[config.mk]
export PLATFORM = sky130hd
export DESIGN_NAME = frame_fifo
export DESIGN_NICKNAME = d
export VERILOG_FILES = /design/src/rtl/frame_fifo.sv
export SDC_FILE = /design/constraint.sdc
export NUM_CORES = 1
export LEC_CHECK = 0
export CAP_MARGIN = 20
export CORE_ASPECT_RATIO = 0.6
export CORE_MARGIN = 1.5
export CORE_UTILIZATION = 50
export DETAILED_ROUTE_END_ITERATION = 8
export DONT_BUFFER_PORTS = 1
export PLACE_DENSITY = 0.7
export SLEW_MARGIN = 20
export SYNTH_ARGS = -nofsm -noshare
export SYNTH_HDL_FRONTEND = slang
export SYNTH_SLANG_ARGS = --single-unit
[constraint.sdc]
create_clock -name clk -period 12.22 [get_ports clk]
set_input_delay 3.666 -clock clk [delete_from_list [all_inputs] [get_ports clk]]
set_output_delay 3.666 -clock clk [all_outputs]
set_load 0.1 [all_outputs]
[src/rtl/frame_fifo.sv]
`default_nettype none
// ============================================================================
// Module      : frame_fifo
// Description : Frame-granular FIFO with val/rdy handshakes on both sides.
//               Holds up to DEPTH frames of N_SAMPLES x BIT_WIDTH samples.
//               recv_rdy depends only on registered occupancy, so there is
//               no combinational path from send_rdy to recv_rdy.
// Revision    : 1.0 - initial release
// ============================================================================
module frame_fifo #(
   parameter int BIT_WIDTH = 32,
   parameter int N_SAMPLES = 8,
   parameter int DEPTH     = 4
) (
   input  logic                      clk,
   input  logic                      reset,
   input  logic                      recv_val,
   output logic                      recv_rdy,
   input  logic [BIT_WIDTH-1:0]      recv_msg [N_SAMPLES-1:0],
   output logic                      send_val,
   input  logic                      send_rdy,
   output logic [BIT_WIDTH-1:0]      send_msg [N_SAMPLES-1:0],
   output logic [$clog2(DEPTH):0]    count
);

   localparam int                   c_PTR_W   = $clog2(DEPTH);
   localparam int                   c_CNT_W   = c_PTR_W + 1;
   localparam logic [c_PTR_W-1:0]   c_PTR_ONE = c_PTR_W'(1);
   localparam logic [c_CNT_W-1:0]   c_CNT_ONE = c_CNT_W'(1);
   localparam logic [c_CNT_W-1:0]   c_FULL    = c_CNT_W'(DEPTH);

   // Frame storage; intentionally not reset, contents are qualified by count.
   logic [BIT_WIDTH-1:0] r_mem [DEPTH-1:0][N_SAMPLES-1:0];

   logic [c_PTR_W-1:0] r_wr_ptr;
   logic [c_PTR_W-1:0] r_rd_ptr;
   logic [c_CNT_W-1:0] r_count;

   logic w_enq;
   logic w_deq;

   // Handshake status comes straight from registered occupancy.
   assign recv_rdy = (r_count != c_FULL);
   assign send_val = (r_count != '0);
   assign count    = r_count;

   assign w_enq = recv_val & recv_rdy;
   assign w_deq = send_val & send_rdy;

   // Head frame is read combinationally from storage at the read pointer.
   for (genvar i = 0; i < N_SAMPLES; i++) begin : g_out
      assign send_msg[i] = r_mem[r_rd_ptr][i];
   end

   // Capture the incoming frame at the write pointer on every accepted transfer.
   always_ff @(posedge clk) begin
      if (w_enq) begin
         r_mem[r_wr_ptr] <= recv_msg;
      end
   end

   // Pointer and occupancy update; a simultaneous enq and deq leaves count unchanged.
   always_ff @(posedge clk or posedge reset) begin
      if (reset) begin
         r_wr_ptr <= '0;
         r_rd_ptr <= '0;
         r_count  <= '0;
      end else begin
         if (w_enq) begin
            r_wr_ptr <= r_wr_ptr + c_PTR_ONE;
         end
         if (w_deq) begin
            r_rd_ptr <= r_rd_ptr + c_PTR_ONE;
         end
         case ({w_enq, w_deq})
            2'b10:   r_count <= r_count + c_CNT_ONE;
            2'b01:   r_count <= r_count - c_CNT_ONE;
            default: r_count <= r_count;
         endcase
      end
   end

endmodule
`default_nettype wire

==> impl_metrics.csv <==
group,metric,value,unit
finish,n_antenna_cell,0,
worst_setup_path,worst_path_most_repeated_cell,"buf_4",
place,placed_area,38800,sq um
finish,drive_above_1_share,20.3,%
finish,fin_area,41800,sq um
worst_setup_path,crit_path_max_fanout,58,
yosys,synth_area_leader_cell,"edfxtp_1",
timing,maxSlewHeadroom,27.8,%
min_path,holdPathEnd,"r_wr_ptr[1]",
global_route,grtUsageTotal,18.3,%
place,dp_hpwl,41800,microns
yosys,synth_area,37800,sq um
run,maxCapViolCount,0,
clocking,clk_pin_slew,0.06,ns
timing,worst_slew_pin_slew,1.08,ns
drt,drt_iter0_drc,1176,
outcome,status,"finished, final reports clean",
worst_setup_path,r2r-start,"count[0]",
worst_setup_path,crit_arrival,3.88,ns
finish,nNetsFinal,1698,
worst_setup_path,critPathRequiredTime,8.55,ns
drt,ant_nets,0,
worst_setup_path,crit_path_start,"r_rd_ptr[1]",
min_path,min_path_cells,1,
worst_setup_path,path_buf_inv,2,
place,dp_cells,2326,
floorplanning,die_area,77300,sq um
clocking,clock_sinks,1031,
floorplanning,rows,77,
drt,routed_wl,71100,microns
yosys,synth_seq_area_share,81.8,%
yosys,synth_warnings,0,
finish,final_cell_count_no_fill,2492,
global_route,grt_pass1_wl,103000,microns
floorplanning,initial_core_util,50.9,%
clocking,cts-hold-fix-buffers,0,
timing,fin_crit_sh,61.8,%
timing,setup_viol,0,
worst_setup_path,crit_slowest_cell,"mux4_1",
drt,drc_errors,0,
drt,drt-met1-wl,27400,microns
floorplanning,fp.coreArea,74300,sq um
yosys,syn_avg_cell_area,27.5,sq um
worst_setup_path,crit_chain,"buf_4 > buf_4 > mux4_1",
clocking,clock_latency,0.67,ns
place,place_ws,5.30,ns
worst_setup_path,rr_endpoint,"r_mem[0][93]",
worst_setup_path,critical_path_class,"flip-flop to primary output",
timing,rsz0062_at_grt,"no",
timing,setup-tns-final,0,ns
worst_setup_path,start_kind,"flip-flop",
worst_setup_path,regToRegSetupSlack,7.96,ns
timing,slew_violations,0,
yosys,ys_types,22,
floorplanning,die_width,358,microns
yosys,synth_nets,1642,
drt,top_layer_used,"met4",
finish,fillers,5144,
worst_setup_path,critical-path-top-delay-family,"buffers and inverters",
floorplanning,die_y,216,microns
drt,wire_per_inst,28.5,microns
clocking,cts_inserted_buffers,90,
yosys,synthArstFlopShare,0.679,%
drt,met2_length,35200,microns
global_route,grt_pass1_vias,15200,
timing,finalWorstSetupSlack,4.67,ns
drt,dr.pass1.iters,5,
yosys,ys.flop_type,"edfxtp_1",
min_path,hold_path_startpoint,"r_wr_ptr[1]",
drt,dr_total_vias,14700,
clocking,cts_root_buf,"clkbuf_16",
clocking,clk_path_buf_depth,3,
min_path,hp-class,"flip-flop to flip-flop",
global_route,grt_max_degree,161,
timing,finalCriticalPeriod,7.55,ns
finish,area_delta_synth_final,10.5,%
yosys,yosys-top-cells-count,"1024 x edfxtp_1, 145 x mux4_2, 111 x mux4_1, 27 x buf_2, 23 x buf_6",
yosys,synth_top_area_share,81.3,%
place,port_buffers,0,
yosys,synth_seq_cells,1031,
yosys,syn_inst,1376,
global_route,antenna_found_initial,0,
timing,max_freq,132,MHz
floorplanning,num_io_pins,521,
timing,hold_violations,0,
worst_setup_path,ff2ff_path_depth,4,
clocking,ctsResizeCount,0,
worst_setup_path,cp_slowest_stage_delay,0.94,ns
drt,vias_per_cell,5.92,
global_route,overflow,0,
clocking,h-tree-depth,3,
clocking,post_cts_buffers,0,
yosys,synthTopCellsByArea,"edfxtp_1 81%, mux4_2 8.6%, mux4_1 7.7%",
place,gp_congestion,0.755,
yosys,synth_edf_count,1024,
drt,met3_length,7660,microns
yosys,yosys.cell_count.top_type,"edfxtp_1",
worst_setup_path,end_kind,"primary output",
timing,fin_worst_skew,0.0210,ns
clocking,cts_tree,"built",
[kinds of logic (layout without fill, tap and decap cells)]
| logic type | Yosys count | after routing | synth area share (%) |
|---|---|---|---|
| mux | 258 | 258 | 16.4 |
| xor+xnor | 6 | 6 | 0.139 |
| fa+ha+maj | 6 | 6 | 0.218 |
| buf+inv | 65 | 194 | 1.28 |
| flops | 1031 | 1031 | 81.8 |
| simple gates | 9 | 9 | 0.155 |
| compound gates | 1 | 1 | 0.0232 |
[state kept, by name (all words and copies together) (netlist names)]
name	flops
r_rd_ptr	2
r_wr_ptr	2
count	3
r_mem	1024
[layout by cell type, fill, tap and decap left out, drive strengths merged]
cell and instances:
mux4 256, clkinv 32, and3 4, bufinv 9, fa 1, dfrtp 7, clkinvlp 2, and2 1
nand2 1, nor2 1, clkbuf 116, inv 13, buf 22, xor2 3, mux2i 1, xnor2 3
or3 1, mux2 1, ha 5, or3b 1, edfxtp 1024, o31a 1
[per-stage QoR]
stage               utilization (%)  hold WS (ns)
floorplan                         -         0.535
global placement               52.3         0.551
detailed placement             52.3         0.568
CTS                            56.2         0.591
global route                   56.3         0.624
finish                         56.3         0.582
[per-layer routing]
metal / vias to the layer above / track usage, %
met1: 7974 / 23.4
li1: 6209 / -
met4: 0 / 3.39
met5: - / 0
met3: 72 / 8.33
met2: 493 / 29.2
[layout make-up]
type,count,area (sq um),area share [%]
Multi-Input combinational cell,280,6430,15.4
Sequential cell,1031,30900,74.0
Clock buffer,116,2420,5.80
Timing Repair Buffer,22,223,0.533
Clock inverter,49,529,1.27
Tap cell,987,1230,2.95
Inverter,7,26.3,0.0629
[worst max path at each step]
stage | to | slack [ns] | depth (start not counted)
2_1_floorplan | r_mem[3][0] | 2.02 | 1
3_3_place_gp | send_msg[92] | 5.32 | 3
3_5_place_dp | send_msg[92] | 5.30 | 3
4_1_cts | send_msg[76] | 4.54 | 3
5_1_grt | send_msg[90] | 4.45 | 3
6_report | send_msg[92] | 4.67 | 3
Power is left out: the tool's default activity adds up to more than one toggle a clock period on the data nets, which glitch-free logic cannot reach.
